File: config.mk
export PLATFORM = sky130hd
export DESIGN_NAME = hex_syscall_io
export DESIGN_NICKNAME = d
export VERILOG_FILES = /design/src/rtl/hex_syscall_io.sv
export SDC_FILE = /design/constraint.sdc
export NUM_CORES = 1
export LEC_CHECK = 0
export ABC_AREA = 1
export ABC_CLOCK_PERIOD_IN_PS = 2000
export BUFFER_PORTS_ARGS = -buffer_cell sky130_fd_sc_hd__buf_2
export CAP_MARGIN = 40
export CORE_MARGIN = 4
export CORE_UTILIZATION = 27
export CTS_BUF_LIST = sky130_fd_sc_hd__clkbuf_16
export DETAILED_ROUTE_END_ITERATION = 8
export PLACE_DENSITY = 0.61
export SLEW_MARGIN = 15
export SYNTH_ARGS = -nofsm -noshare
export SYNTH_HDL_FRONTEND = slang
export SYNTH_SLANG_ARGS = --single-unit
export TNS_END_PERCENT = 100
File: constraint.sdc
create_clock -name i_clk -period 2 [get_ports i_clk]
set_input_delay 0.4 -clock i_clk [delete_from_list [all_inputs] [get_ports i_clk]]
set_output_delay 0.4 -clock i_clk [all_outputs]
set_load 0.02 [all_outputs]
File: src/rtl/hex_syscall_io.sv
`default_nettype none
// ============================================================================
// Module      : hex_syscall_io
// Description : Syscall (SVC) responder giving a processor EXIT/WRITE/READ
//               services over byte valid-ready streams, with a TX FIFO.
// Revision    : 1.0 - initial release
// ============================================================================
module hex_syscall_io #(
  parameter int TX_DEPTH = 4,
  parameter int CODE_W   = 32
) (
  input  logic              i_clk,
  input  logic              i_rst,
  input  logic              i_svc_valid,
  input  logic [CODE_W-1:0] i_svc_code,
  input  logic [CODE_W-1:0] i_svc_arg,
  output logic              o_svc_done,
  output logic [CODE_W-1:0] o_svc_result,
  output logic              o_stall,
  output logic              o_tx_valid,
  input  logic              i_tx_ready,
  output logic [7:0]        o_tx_data,
  input  logic              i_rx_valid,
  output logic              o_rx_ready,
  input  logic [7:0]        i_rx_data,
  output logic              o_exit,
  output logic [7:0]        o_exit_code,
  output logic              o_err
);

  localparam int PTR_W = $clog2(TX_DEPTH);
  localparam int CNT_W = PTR_W + 1;

  localparam logic [CODE_W-1:0] c_svc_exit  = CODE_W'(0);
  localparam logic [CODE_W-1:0] c_svc_write = CODE_W'(1);
  localparam logic [CODE_W-1:0] c_svc_read  = CODE_W'(2);
  localparam logic [CNT_W-1:0]  c_cnt_full  = CNT_W'(TX_DEPTH);

  typedef enum logic [2:0] {
    S_IDLE  = 3'd0,
    S_WRITE = 3'd1,
    S_READ  = 3'd2,
    S_DRAIN = 3'd3,
    S_HALT  = 3'd4
  } state_t;

  state_t            r_state;
  state_t            w_state_nxt;
  logic [7:0]        r_arg;
  logic [7:0]        r_exit_code;
  logic              r_err_pending;

  logic [7:0]        r_mem [TX_DEPTH];
  logic [PTR_W-1:0]  r_wr_ptr;
  logic [PTR_W-1:0]  r_rd_ptr;
  logic [CNT_W-1:0]  r_count;

  logic              w_full;
  logic              w_empty;
  logic              w_push;
  logic              w_pop;
  logic              w_latch;
  logic              w_err_set;
  logic              w_done;
  logic              w_enter_halt;
  logic [CODE_W-1:0] w_result;

  // Only the low byte of the argument carries meaning for these services.
  logic              w_unused_arg_hi;
  assign w_unused_arg_hi = ^i_svc_arg[CODE_W-1:8];

  assign w_full  = (r_count == c_cnt_full);
  assign w_empty = (r_count == '0);
  assign w_pop   = ~w_empty & i_tx_ready;

  always_comb begin
    w_state_nxt  = r_state;
    w_push       = 1'b0;
    w_done       = 1'b0;
    w_latch      = 1'b0;
    w_err_set    = 1'b0;
    w_enter_halt = 1'b0;
    w_result     = '0;
    o_rx_ready   = 1'b0;
    case (r_state)
      S_IDLE: begin
        // The processor still holds the rejected request during the error
        // completion cycle, so it must not be latched a second time.
        if (i_svc_valid && !r_err_pending) begin
          w_latch = 1'b1;
          if (i_svc_code == c_svc_write) begin
            w_state_nxt = S_WRITE;
          end else if (i_svc_code == c_svc_read) begin
            w_state_nxt = S_READ;
          end else if (i_svc_code == c_svc_exit) begin
            w_state_nxt = S_DRAIN;
          end else begin
            w_err_set = 1'b1;
          end
        end
      end
      S_WRITE: begin
        if (!w_full) begin
          w_push      = 1'b1;
          w_done      = 1'b1;
          w_state_nxt = S_IDLE;
        end
      end
      S_READ: begin
        o_rx_ready = 1'b1;
        if (i_rx_valid) begin
          w_done      = 1'b1;
          w_result    = CODE_W'(i_rx_data);
          w_state_nxt = S_IDLE;
        end
      end
      S_DRAIN: begin
        if (w_empty) begin
          w_enter_halt = 1'b1;
          w_state_nxt  = S_HALT;
        end
      end
      S_HALT: begin
        w_state_nxt = S_HALT;
      end
      default: begin
        w_state_nxt = S_IDLE;
      end
    endcase
  end

  always_ff @(posedge i_clk or posedge i_rst) begin
    if (i_rst) begin
      r_state       <= S_IDLE;
      r_arg         <= '0;
      r_exit_code   <= '0;
      r_err_pending <= 1'b0;
    end else begin
      r_state       <= w_state_nxt;
      r_err_pending <= w_err_set;
      if (w_latch) begin
        r_arg <= i_svc_arg[7:0];
      end
      if (w_enter_halt) begin
        r_exit_code <= r_arg;
      end
    end
  end

  // TX FIFO control; a full FIFO never pushes, so a simultaneous pop
  // simply frees the slot for the following cycle.
  always_ff @(posedge i_clk or posedge i_rst) begin
    if (i_rst) begin
      r_wr_ptr <= '0;
      r_rd_ptr <= '0;
      r_count  <= '0;
    end else begin
      if (w_push) begin
        r_wr_ptr <= r_wr_ptr + 1'b1;
      end
      if (w_pop) begin
        r_rd_ptr <= r_rd_ptr + 1'b1;
      end
      case ({w_push, w_pop})
        2'b10:   r_count <= r_count + 1'b1;
        2'b01:   r_count <= r_count - 1'b1;
        default: r_count <= r_count;
      endcase
    end
  end

  always_ff @(posedge i_clk) begin
    if (w_push) begin
      r_mem[r_wr_ptr] <= r_arg;
    end
  end

  assign o_svc_done   = w_done | r_err_pending;
  assign o_svc_result = w_result;
  assign o_stall      = i_svc_valid & ~o_svc_done;
  assign o_err        = r_err_pending;
  assign o_tx_valid   = ~w_empty;
  assign o_tx_data    = r_mem[r_rd_ptr];
  assign o_exit       = (r_state == S_HALT);
  assign o_exit_code  = r_exit_code;

endmodule
`default_nettype wire

== Yosys cells after proc, flatten, opt, wreduce, memory -nomap -nowiden ==
Memories as Yosys holds them, arrays and structs flattened.
Cells that the tools add are included.
Widths: inputs -> output; s select.

* Add/subtract/negate cells: 4
* Equality and inequality tests: 14
* Multiplexer cells: 27
* Bitwise logic cells: 5
* Reductions and logical operators: 7

{| class="wikitable"
|+ Operators with widths
! kind !! count
|-
| $eq 32x1->1 const B || 1
|-
| $eq 32x2->1 const B || 1
|-
| $logic_not 32->1 || 1
|-
| $mux 3 || 7
|-
| $mux 8 || 2
|-
| $mux 1 || 15
|-
| $pmux 3 s5 || 1
|-
| $ne 2x2->1 const B || 4
|-
| $eq 3x2->1 const B || 2
|-
| $eq 3x3->1 const B || 2
|-
| $logic_not 3->1 || 2
|-
| $pmux 3 s2 || 1
|-
| $reduce_and 5->1 || 1
|-
| $add 2x1->2 const B || 2
|-
| $ne 4x4->1 const B || 1
|-
| $add 3x1->3 const B || 1
|-
| $eq 3x1->1 const B || 1
|-
| $sub 3x1->3 const B || 1
|-
| $and 1x1->1 || 2
|-
| $eq 2x1->1 const B || 1
|-
| $eq 2x2->1 const B || 1
|-
| $not 1->1 || 2
|-
| $pmux 1 s2 || 1
|-
| $reduce_bool 2->1 || 1
|-
| 3 further kinds || 3
|}

* Bits in registers: 27
* RAM bits: 32
* Bits of input ports: 77
* Output and inout port bits: 54
* Word-level logic and storage cells: 65
* Memories: 1

{| class="wikitable"
|+ Memories
! name !! depth !! bits a word !! read ports !! clocked after memory_dff !! write ports !! line !! RTL
|-
| r_mem || 4 || 8 || 1 || 0 || 1 || 53 || <nowiki>logic [7:0] r_mem [TX_DEPTH];</nowiki>
|}

== Depth between registers and ports, before layout ==
* Depth in word-level cells: 6
* Gate-level depth with buffers: 12
* Depth with buffers taken out: 12

== Least setup slack after synthesis ==
Ideal clock, no wire load.

* Path kind: register -> register
* Start: register r_count[0]
* End: register r_count[2]
* Library setup time: 0.131 ns
* Arrival time: 1.809 ns
* Setup slack: 0.060 ns
* Stages on the path, launching flop included: 13
* Period minus slack after synthesis: 1.940 ns
* Path through: dfrtp_1 inv_2 nand2_2 nor2_1 inv_1 nand2_1 inv_1 ha_1 inv_1 fa_1 a21oi_1 o21ai_0 xor2_1

* Cells in the longest elaborated chain, start to end: 5
* Elaborated cells between the ends (all ways): 12
* Classes of those cells: add/sub (2); eq/ne (3); mux (3); bitwise (2); reduce/logical (2)

{| class="wikitable"
|+ Ends and longest elaborated chain
! element !! line !! RTL
|-
| start: declaration || 56 || <nowiki>logic [CNT_W-1:0] r_count;</nowiki>
|-
| start signal: assignment || 165 || <nowiki>2'b10: r_count <= r_count + 1'b1;</nowiki>
|-
| start signal: assignment || 166 || <nowiki>2'b01: r_count <= r_count - 1'b1;</nowiki>
|-
| start signal: assignment || 167 || <nowiki>default: r_count <= r_count;</nowiki>
|-
| $logic_not 3->1 * || 73 || <nowiki>assign w_empty = (r_count == '0);</nowiki>
|-
| $not 1->1 * || - ||
|-
| named net o_tx_valid || 20 || <nowiki>output logic o_tx_valid,</nowiki>
|-
| $and 1x1->1 * || 74 || <nowiki>assign w_pop = ~w_empty & i_tx_ready;</nowiki>
|-
| named net w_pop || 61 || <nowiki>logic w_pop;</nowiki>
|-
| $eq 2x1->1 or $eq 2x2->1 (tied branches) || 164 || <nowiki>case ({w_push, w_pop})</nowiki>
|-
| $pmux 3 s2 or $reduce_bool 2->1 (tied branches) || - ||
|}

Mark *: on every way through the listed nets, which the timed path passes. The rest lies on a longest branch.
A chain may end at the register's enable or synchronous reset.

== Final worst setup path ==
* Start: register r_count[1]
* End: output port o_stall

* Cells in the longest elaborated chain, start to end: 6

{| class="wikitable"
|+ Ends and longest elaborated chain
! element !! line !! RTL
|-
| $eq 3x3->1 || 72 || <nowiki>assign w_full = (r_count == c_cnt_full);</nowiki>
|-
| $mux 1 || 103 || <nowiki>if (!w_full) begin</nowiki>
|-
| $pmux 1 s2 || 85 || <nowiki>case (r_state)</nowiki>
|-
| $or 1x1->1 || 178 || <nowiki>assign o_svc_done = w_done | r_err_pending;</nowiki>
|-
| $not 1->1 || 180 || <nowiki>assign o_stall = i_svc_valid & ~o_svc_done;</nowiki>
|-
| $and 1x1->1 || 180 ||
|-
| end: declaration || 19 || <nowiki>output logic o_stall,</nowiki>
|}

Every way passes these cells.

==> parameters.txt <==
Parameter                              Value

Logic synthesis
  Biggest area consumer among synthesized cells    edfxtp_1
  Post-synthesis async set-or-reset flop share    approximately 46%
  Synth Warn #    0
  Count of flip-flops with a built-in enable after synthesis    32
  Post-synthesis sequential element count    just under 60
  Primary flip-flop cell chosen by synthesis mapping    edfxtp_1
  Fraction of synthesized cell area taken by the top area cell type    around a third
  Top cells by instance count after synthesis    68 x nor2_1, 32 x edfxtp_1, 29 x nand2_1
  Library cells used by synthesis    29
  Mapped Area    around 0.0029 mm2
  Count leader, synth    nor2_1
  Avg Inst Size Synth    between 10 and 15 um2
  Syn Inst Count    282
  Top post-synthesis cells by area    edfxtp_1 33%, dfrtp_1 23%, nor2_1 8.8%, buf_4 6.2%, mux2_4 4.1%
  Post-synthesis sequential area ratio    between 50% and 60%

Global route
  Largest net degree at the start of global routing    28
  Overall fraction of global-route tracks in use    just under 10%
  Grt met3 use    approximately 3%
  Most Crowded Layer GR    met2
  Total grt overflow    0
  Vias in the first global route    roughly 2200
  Initial antenna violation count    0
  Global routing usage on met1    ~11%
  Global routing usage on met2    around 17%
  Wire length of the first global-routing pass    9980 um

Detailed routing
  Final antenna-violating net count    0
  Post-Route WL    6170 um
  DR DRC count    0
  First-pass iteration count of the detailed router    4
  Vias per cell    around 4.1
  Vias after detailed routing    2203
  Routed wirelength normalized by instance count    approximately 12 um
  Number of DRC markers in iteration 0    86

Floorplan
  Chip Height    approximately 110 um
  Std-Cell Rows    37
  Core region area    0.0104 mm2
  Die Footprint    between 0.01 and 0.015 mm2
  Total I/O pin count    131
  Initial core utilization    27.9%
  Die Span X    approximately 110 um

Hold path
  Hold Path Class    input pin to async pin

CTS
  Max Buffers Root-to-Sink    2
  Maximum level of the CTS H-tree    3
  Clock network latency to the later pin of the worst-skew pair    about 0.32 ns
  Clock tree from TritonCTS    yes
  Clock Sinks    just under 60
  Clock buffers created by TritonCTS    9
  Clock root buffer    clkbuf_16
  Clock-pin slew of the registers on the worst-case setup and hold paths    around 0.05 ns

Final layout
  Signed area change from the synthesized netlist to the final layout    32.6%
  Antenna fix cells    0
  Fraction of final layout cells with drive strength greater than 1    about two fifths
  Final layout net count    between 400 and 500

Timing
  Minimum hold slack    0.137 ns
  Setup Total Neg Slack    0 ns
  Unrepaired setup endpoints after global routing    true
  Final hold viol count    0
  Final Skew    0.00494 ns
  Final setup viols    0
  Number of pins exceeding their max-slew limit in the final report    0
  Peak Freq    510 MHz
  Part of the cycle the worst path needs    98.1%
  Minimum clock period    around 2.0 ns

Worst setup path
  Crit path required time    around 1.6 ns
  Crit end category    primary output
  Critical path arrival    between 1.5 and 2 ns
  Max FO, Critical Path    3
  Kind of critical path    flop to primary output
  Startpoint type of the worst setup path    flop

Job
  Maximum capacitance violations    0

Pwr
  Standby leakage power    1.81 nW
  PD cells    1160 mW/mm2
  IR Drop Worst-Case VDD    0.537 mV
  Total power of the final layout    around 0.0045 W

Placed design
  Routability congestion estimate from global placement    between 0.7 and 0.8
  Detailed-placement wirelength estimate    around 4500 um
  Count of buffers from port buffering    slightly above 80

Run status
  Result of the run    completed
[power breakdown]
group,internal (W),switching (W)
logic,0.000646,0.000879
clock network,0.000831,0.000529
registers,0.00145,0.000155
total,0.00293,0.00156
[worst paths after layout]
kind	start	to	slack [ns]	cells past startpoint
hold / removal	i_rst	r_arg[3]	0.14	3
min in group i_clk	i_svc_arg[3]	r_arg[3]	0.31	2
setup reg to reg	r_state[2]	r_count[1]	0.12	9
hold reg to reg	o_err	o_err	0.48	1
setup / recovery	r_count[1]	o_stall	0.04	7
max in group asynchronous	i_rst	r_count[1]	1.59	3
[cells in the final DEF, fill, tap and decap left out, drive strengths merged]
cell type / instances
nor3b: 1
a21oi: 1
nor3: 1
clkinvlp: 4
clkbuf: 9
edfxtp: 32
nand3: 3
a211o: 1
o22ai: 10
conb: 24
o21ai: 20
mux2: 16
inv: 25
fa: 1
xnor2: 1
nor2: 70
xor2: 3
nand2: 35
buf: 105
dfrtp: 27
ha: 5
clkinv: 2
or2: 1
[state kept, by name (all words and copies together) (netlist names)]
register / cells
r_mem: 32
o_exit_code: 8
r_state: 3
r_arg: 8
r_count: 3
r_rd_ptr: 2
o_err: 1
r_wr_ptr: 2
[metal layers]
| metal | up-vias | part of all wire (%) |
|---|---|---|
| li1 | 1101 | - |
| met1 | 1009 | 43 |
| met2 | 86 | 49 |
| met3 | 7 | 6.9 |
| met4 | 0 | 1.7 |
| met5 | - | 0 |
[critical path: stages (launching register included)]
cell,delay (ns)
dfrtp_1,0.39
inv_2,0.08
nand2_4,0.07
o21ai_4,0.15
inv_2,0.07
a211o_1,0.25
nor2_1,0.09
buf_4,0.15
[cell type report]
type / count / area, um2
tap: 136 / 170
sequential: 59 / 1640
clock inverter: 7 / 45.0
clock buffer: 9 / 225
fill: 1052 / 6560
multi-input combinational: 193 / 1090
timing repair buffer: 105 / 593
inverter: 24 / 93.8
[through the flow]
| stage | area (um2) | utilization, % | instances | worst slack [ns] |
|---|---|---|---|---|
| floorplan | 2990 | - | 305 | 0.0602 |
| global placement | 3440 | 33.0 | 503 | 0.0890 |
| detailed placement | 3440 | 33.0 | 503 | 0.0291 |
| CTS | 3790 | 36.4 | 529 | 0.0121 |
| global route | 3860 | 37.0 | 533 | -0.0505 |
| finish | 3860 | 37.0 | 533 | 0.0390 |
[cell families (layout without fill, tap and decap cells)]
logic type | Yosys count | in the layout | share of synthesized area [%]
xor+xnor | 4 | 4 | 1.21
simple gates | 111 | 111 | 15.8
buf+inv | 53 | 145 | 10.0
other cells | 1 | 24 | 0.129
fa+ha+maj | 6 | 6 | 2.84
flops | 59 | 59 | 56.3
compound gates | 32 | 32 | 6.45
mux | 16 | 16 | 7.23
[what timing repair did]
item                       CTS  global route
hold buffers                 0             0
resized for setup            3            13
setup endpoints to repair    5             7
buffers inserted            10             4
pin swaps                    1             1
No activity file was read; power rests on OpenSTA's default activity.
